### src/rtl/max_pool_unit.sv
// max_pool_unit: per-channel windowed signed max pooling with ready/valid output
// Ports: clk/reset (async, active-high); in_valid/in_ready/in_data/in_ch sample input;
//   clear flushes partial windows; out_valid/out_ready/out_data/out_ch pooled result;
//   err_ch sticky flag for out-of-range channel index.
// Build option: define MAX_POOL_RELU_EN to clamp negative results to zero on output.
module max_pool_unit #(
  parameter int N = 16,
  parameter int WIN = 4,
  parameter int CH = 4,
  localparam int CW = CH > 1 ? $clog2(CH) : 1
) (
  input  logic          clk,
  input  logic          reset,
  input  logic          in_valid,
  output logic          in_ready,
  input  logic [N-1:0]  in_data,
  input  logic [CW-1:0] in_ch,
  input  logic          clear,
  output logic          out_valid,
  input  logic          out_ready,
  output logic [N-1:0]  out_data,
  output logic [CW-1:0] out_ch,
  output logic          err_ch
);
  localparam int CNW = WIN > 1 ? $clog2(WIN) : 1;
  logic [N-1:0]   max_r [CH];
  logic [CNW-1:0] cnt_r [CH];
  logic [N-1:0]   cur_max, new_max, res;
  logic [CNW-1:0] cur_cnt;
  logic           take, ch_ok, acc, last;
  assign in_ready = !out_valid || out_ready;
  assign take     = in_valid && in_ready && !clear;
  assign ch_ok    = int'(in_ch) < CH;
  assign acc      = take && ch_ok;
  always_comb begin
    cur_max = ch_ok ? max_r[in_ch] : '0;
    cur_cnt = ch_ok ? cnt_r[in_ch] : '0;
    last    = cur_cnt == CNW'(WIN - 1);
    // first sample of a window overwrites, so stale maxima never leak across windows
    new_max = (cur_cnt == '0) ? in_data :
              ($signed(in_data) > $signed(cur_max)) ? in_data : cur_max;
`ifdef MAX_POOL_RELU_EN
    res = new_max[N-1] ? '0 : new_max;
`else
    res = new_max;
`endif
  end
  always_ff @(posedge clk or posedge reset) begin
    if (reset) begin
      for (int i = 0; i < CH; i++) begin
        max_r[i] <= '0;
        cnt_r[i] <= '0;
      end
      out_valid <= 1'b0;
      out_data  <= '0;
      out_ch    <= '0;
      err_ch    <= 1'b0;
    end else begin
      if (clear) begin
        for (int i = 0; i < CH; i++) cnt_r[i] <= '0;
      end else if (acc) begin
        max_r[in_ch] <= new_max;
        cnt_r[in_ch] <= last ? '0 : cur_cnt + CNW'(1);
      end
      if (take && !ch_ok) err_ch <= 1'b1;
      if (acc && last) begin
        out_valid <= 1'b1;
        out_data  <= res;
        out_ch    <= in_ch;
      end else if (out_valid && out_ready) begin
        out_valid <= 1'b0;
      end
    end
  end
endmodule

### config.mk
export PLATFORM = sky130hd
export DESIGN_NAME = max_pool_unit
export DESIGN_NICKNAME = d
export VERILOG_FILES = /design/src/rtl/max_pool_unit.sv
export SDC_FILE = /design/constraint.sdc
export NUM_CORES = 1
export LEC_CHECK = 0
export CAP_MARGIN = 20
export CORE_AREA = 2 2 107 109
export CTS_BUF_LIST = sky130_fd_sc_hd__clkbuf_4
export CTS_CLUSTER_DIAMETER = 40
export DETAILED_ROUTE_END_ITERATION = 8
export DIE_AREA = 0 0 109 111
export DONT_BUFFER_PORTS = 1
export PLACE_DENSITY_LB_ADDON = 0.3
export SLEW_MARGIN = 20
export SYNTH_ARGS = -nofsm -noshare
export SYNTH_HDL_FRONTEND = slang
export SYNTH_SLANG_ARGS = --single-unit
### constraint.sdc
create_clock -name clk -period 2.76 [get_ports clk]
set_input_delay 0.414 -clock clk [delete_from_list [all_inputs] [get_ports clk]]
set_output_delay 0.414 -clock clk [all_outputs]
set_load 0.05 [all_outputs]
# [Word level (Yosys, flattened, before mapping)]
# Cells that the tools add are included.
[word_totals] regBits=91 in_bits=23 word_cells=49
[op_classes] reduce_logical=12 n_eq_ne=1 n_addsub=1 bitwise=2 muxes=19 order_cmp=3
[op_table] operator="16-bit 2-to-1 mux" count=5
[op_table] operator="64-bit bitwise mux" count=1
[op_table] operator="16-bit binary-select mux with 2-bit select" count=1
[op_table] operator="16-bit demux with 2-bit select" count=1
[op_table] operator="16-bit greater-than comparator" count=1
[op_table] operator="8-bit 2-to-1 mux" count=2
[op_table] operator="8-bit bitwise mux" count=1
[op_table] operator="2-bit 2-to-1 mux" count=4
[op_table] operator="1-bit logical AND" count=5
[op_table] operator="2-bit binary-select mux with 2-bit select" count=1
[op_table] operator="2-bit demux with 2-bit select" count=1
[op_table] operator="2-bit nonzero test" count=2
[op_table] operator="3-bit greater-or-equal comparator (second input constant)" count=1
[op_table] operator="3-bit by 1-bit < comparator with 1-bit output (second input constant)" count=1
[op_table] operator="2-bit NOT with 3-bit output" count=1
[op_table] operator="2-bit by 1-bit adder with 2-bit output (second input constant)" count=1
[op_table] operator="2-bit == test (second input constant)" count=1
[op_table] operator="1-bit zero test" count=2
[op_table] operator="2-bit zero test" count=1
[op_table] operator="1-bit 2-to-1 mux" count=2
[op_table] operator="2-bit AND reduction" count=1
[op_table] operator="1-bit logical OR" count=1
[op_table] operator="1-bit NOT" count=1

# [Logic depth before layout (Yosys ltp)]
[depth] depth_word=9 mapped_depth=13 depth_no_buf=9

# [Least setup slack after synthesis]
# OpenSTA, ideal clock, no wires.
[synth_path] path_type="input-to-reg" from="input port in_ch[0]" to="register max_r[30] (netlist name)" path_buffers=4 setup_time_ps=141 arrival_time_ps=3302 setup_slack_ps=-683 stages=12 required_ps=2619 cell_sequence="buf_2 -> buf_2 -> mux4_2 -> inv_1 -> ha_1 -> buf_6 -> and4_1 -> a221o_1 -> a31o_2 -> buf_6 -> o21ai_2 -> a31oi_1"
[synth_between] elab_chain_cells=8 word_cells_on_any_way=17 cone_classes="order compare (3); mux (11); bitwise (1); reduce/logical (2)"
[synth_lines] element="from (decl)" line="17" rtl="input logic [CW-1:0] in_ch,"
[synth_lines] element="2-bit NOT with 3-bit output (implied by the code) *" line="36, 37, 62"
[synth_lines] element="16-bit binary-select mux with 2-bit select" line="36" rtl="cur_max = ch_ok ? max_r[in_ch] : '0;"
[synth_lines] element="16-bit 2-to-1 mux (implied by the code) (2 in a row)" line="36"
[synth_lines] element="16-bit greater-than comparator" line="41" rtl="($signed(in_data) > $signed(cur_max)) ? in_data : cur_max;"
[synth_lines] element="16-bit 2-to-1 mux" line="41"
[synth_lines] element="16-bit 2-to-1 mux" line="40" rtl="new_max = (cur_cnt == '0) ? in_data :"
[synth_lines] element="64-bit bitwise mux *" line="62" rtl="max_r[in_ch] <= new_max;"
[synth_lines] element="to (signal, indexed assignment)" line="62"
[synth_lines] element="to (decl)" line="26" rtl="logic [N-1:0] max_r [CH];"
# Every way passes the cells marked *; elsewhere a longest branch is shown, timed or not. The select of a mux whose other input is x is not followed.
# A chain may end at the register's enable or synchronous reset.

# [Worst setup path in the final report]
[layout_path] from="register max_r[11] (netlist name)" to="register out_data[2]"
[layout_between] elab_chain_cells=6
[layout_lines] element="16-bit binary-select mux with 2-bit select" line="36"
[layout_lines] element="16-bit 2-to-1 mux (implied by the code) (2 in a row)" line="36"
[layout_lines] element="16-bit greater-than comparator" line="41"
[layout_lines] element="16-bit 2-to-1 mux" line="41"
[layout_lines] element="16-bit 2-to-1 mux" line="40"
[layout_lines] element="to (signal assigned)" line="68" rtl="out_data <= res;"
[layout_lines] element="to (decl)" line="21" rtl="output logic [N-1:0] out_data,"
# Every way passes these cells. The select of a mux whose other input is x is not followed.

==> flow_metrics.tcl <==
set metrics [dict create \
    power_leakage_nw 2.29 \
    hp-start "in_ch[1]" \
    wl_per_cell_um 17.8 \
    synth_area_leaders "dfrtp_1 (48%), a31oi_1 (10%), mux4_2 (8.5%)" \
    cts_buffer_depth 2 \
    utilization_pct 50.0 \
    critical_path_required_ns 3.10 \
    wl_met1_mm 4.54 \
    synth_top_area_share_pct 47.5 \
    fillers 982 \
    final_cell_area_um2 5540 \
    ir_drop_mv 0.214 \
    hold_viol_final 0 \
    rsz0062_at_grt "yes" \
    clkSinkCount 91 \
    grt_use_total_pct 19.4 \
    path_max_fanout 8 \
    report.final.slew_viol_count 0 \
    die_x_um 109 \
    die_h_um 111 \
    ys_types 39 \
    root_buffer "clkbuf_4" \
    cts.reportedPaths.clkPinSlew_ns 0.14 \
    antenna_left 0 \
    cts_tree "done" \
    antenna_cells 0 \
    dp_hpwl_mm 7.42 \
    drc 0 \
    startpoint_type "flop" \
    worst_pin_slew_ns 0.723 \
    finClkSkew_ns 0.0167 \
    wl_met2_mm 5.45 \
    synth_cells 438 \
    r2r_start "max_r[11]" \
    ys_seq_area_share_pct 47.5 \
    dieArea_um2 12100 \
    initial_core_util_pct 43.3 \
    hold_class "primary input to flop" \
    grt_pass1_wl_mm 17.9 \
    critPathKind "flop to flop" \
    grt_max_degree 92 \
    synthesis.nets 479 \
    syn_avg_cell_area_um2 10.9 \
    antenna_found_initial 0 \
    rows 39 \
    h-tree-depth 3 \
    placed_area_um2 5220 \
    min_period_over_period_pct 99.5 \
    synth_area_um2 4790 \
    whs_ns 0.0443 \
    power_density_nw_per_um2 648 \
    finalSetupViolations 0 \
    pre_cts_slack_ns -0.0885 \
    maxSlewHeadroom_pct 51.8 \
    area_delta_synth_final_pct 15.6 \
    fin_setup_tns_ns 0 \
    met3WireLength_um 616 \
    place.gp.congestion 0.795 \
    drv_cap 0 \
    dr.max_layer_used "met4" \
    yosysTopAreaCell "dfrtp_1" \
    fin_ws_ns 0.0151 \
    fin_cells 609 \
    numCtsBuffers 9 \
    drive_gt1_share_pct 26.8 \
    total_power_mw 3.59 \
    vias_per_cell 5.73 \
    drt_iter0_markers 206 \
    layout_min_cycle_time_ns 2.74 \
    grt_pass1_vias 3504 \
    yosysWarningCount 0 \
    ios 44 \
    first_pass_iters 5 \
    postSynthRegisterBits 91 \
    core_area_um2 11100 \
    arrival_ns 3.08 \
    worstSetupStartpoint "max_r[11]" \
    routed_wl_mm 10.8 \
    fmax_mhz 364 \
    overflow 0 \
    endpoint_kind "flop" \
    clkLatencyLatePin_ns 0.47 \
    nNetsFinal 502 \
    port_buffers 0 \
    vias 3491 \
    dp.cells 586 \
    status "finished clean" \
]
==> report_power, final <==
group / switching (mW) / leakage, nW / internal (mW)
combinational: 0.640 / 1.13 / 0.601
sequential: 0.151 / 1.09 / 1.56
clock: 0.453 / 0.0673 / 0.188
==> final timing paths <==
check	to	slack, ns	cells past startpoint
max	out_data[2]	0.02	10
min	out_ch[1]	0.04	2
max reg2reg	out_data[2]	0.02	10
min reg2reg	cnt_r[5]	0.53	2
max in group asynchronous	max_r[25]	1.84	3
min in group asynchronous	out_data[13]	0.54	3
==> cell type report <==
class	instances	area, um^2	area share, %
Inverter	20	78.8	1.42
Clock buffer	10	75.1	1.36
Timing Repair Buffer	42	450	8.13
Tap cell	143	179	3.23
Multi-Input combinational cell	297	2440	44.1
Sequential cell	91	2280	41.1
Clock inverter	6	32.5	0.587
==> critical path, cell delays in order (launching register included) <==
cell and delay (ns):
dfrtp_1 0.40, mux4_2 0.50, inv_2 0.09, ha_4 0.20
a21oi_2 0.16, o21ai_2 0.08, a221o_1 0.39, a31o_4 0.32
buf_12 0.16, o21ai_4 0.19, a31oi_1 0.11
==> registers in the layout (all words and copies together) (netlist names) <==
signal     count
out_data      16
out_ch         2
out_valid      1
max_r         64
cnt_r          8
==> cell usage after synthesis <==
library cell  count
a211oi_1          2
o21ai_2           1
dfrtp_1          91
inv_1            20
nand3_4          10
a221o_1           1
nand2b_1          3
mux4_2           18
o21a_1            1
o21ai_0           1
nor3b_1           2
nand4_4           1
buf_4             1
and3_1            1
nand2_1          14
nand4_1           2
nor2_1           91
a21oi_1           6
conb_1            1
buf_8             1
a31o_2            2
nor3_2            1
and4_1            1
buf_6             4
nand3b_1          2
buf_2             3
ha_1             18
clkbuf_1         19
a31oi_4           2
mux2i_1           8
nand3_1           8
nor3_1            1
and2_1            2
o221ai_1          1
buf_1             2
o21ai_1           6
or3_1             1
o21ai_4           9
a31oi_1          80
==> placed cells by master (no fill, tap or decap), types with 2 or more instances in the layout <==
master	Yosys	layout
a31oi_4	2	2
and2_1	2	2
a31o_4	0	2
nor2_1	91	91
nand3b_1	2	2
nand3_1	8	2
mux2i_1	8	8
inv_1	20	15
ha_1	18	13
clkbuf_4	0	10
dfrtp_1	91	91
nor3b_2	0	2
nand4_1	2	2
buf_4	1	30
ha_4	0	5
a21oi_2	0	2
dlygate4sd3_1	0	2
nand2_1	14	14
nand2b_1	3	3
o21ai_2	1	3
buf_12	0	9
mux4_2	18	18
inv_2	0	4
clkinv_2	0	4
o21ai_4	9	10
nand3_4	10	10
nand3_2	0	6
nor3_2	1	2
o21ai_1	6	4
a21oi_1	6	3
a31oi_1	80	80
==> layer usage <==
| metal | up-vias | global-route usage [%] |
|---|---|---|
| li1 | 1650 | - |
| met1 | 1734 | 25.6 |
| met2 | 93 | 30.1 |
| met3 | 14 | 5.00 |
| met4 | 0 | 8.12 |
| met5 | - | 0 |
==> logic make-up after synthesis <==
logic type | share of synthesized area [%]
simple gates | 15.5
compound gates | 17.2
flops | 47.5
buf+inv | 4.94
mux | 10.1
fa+ha+maj | 4.70
other cells | 0.0783
==> repair_timing <==
item	in CTS	in global routing
cloned	0	1
resized for setup	2	22
pin swaps	1	16
hold buffers	2	0
setup endpoints to repair	23	79
hold endpoints to repair	99	0
buffers inserted	0	4
(Power assumes the default switching activity.)
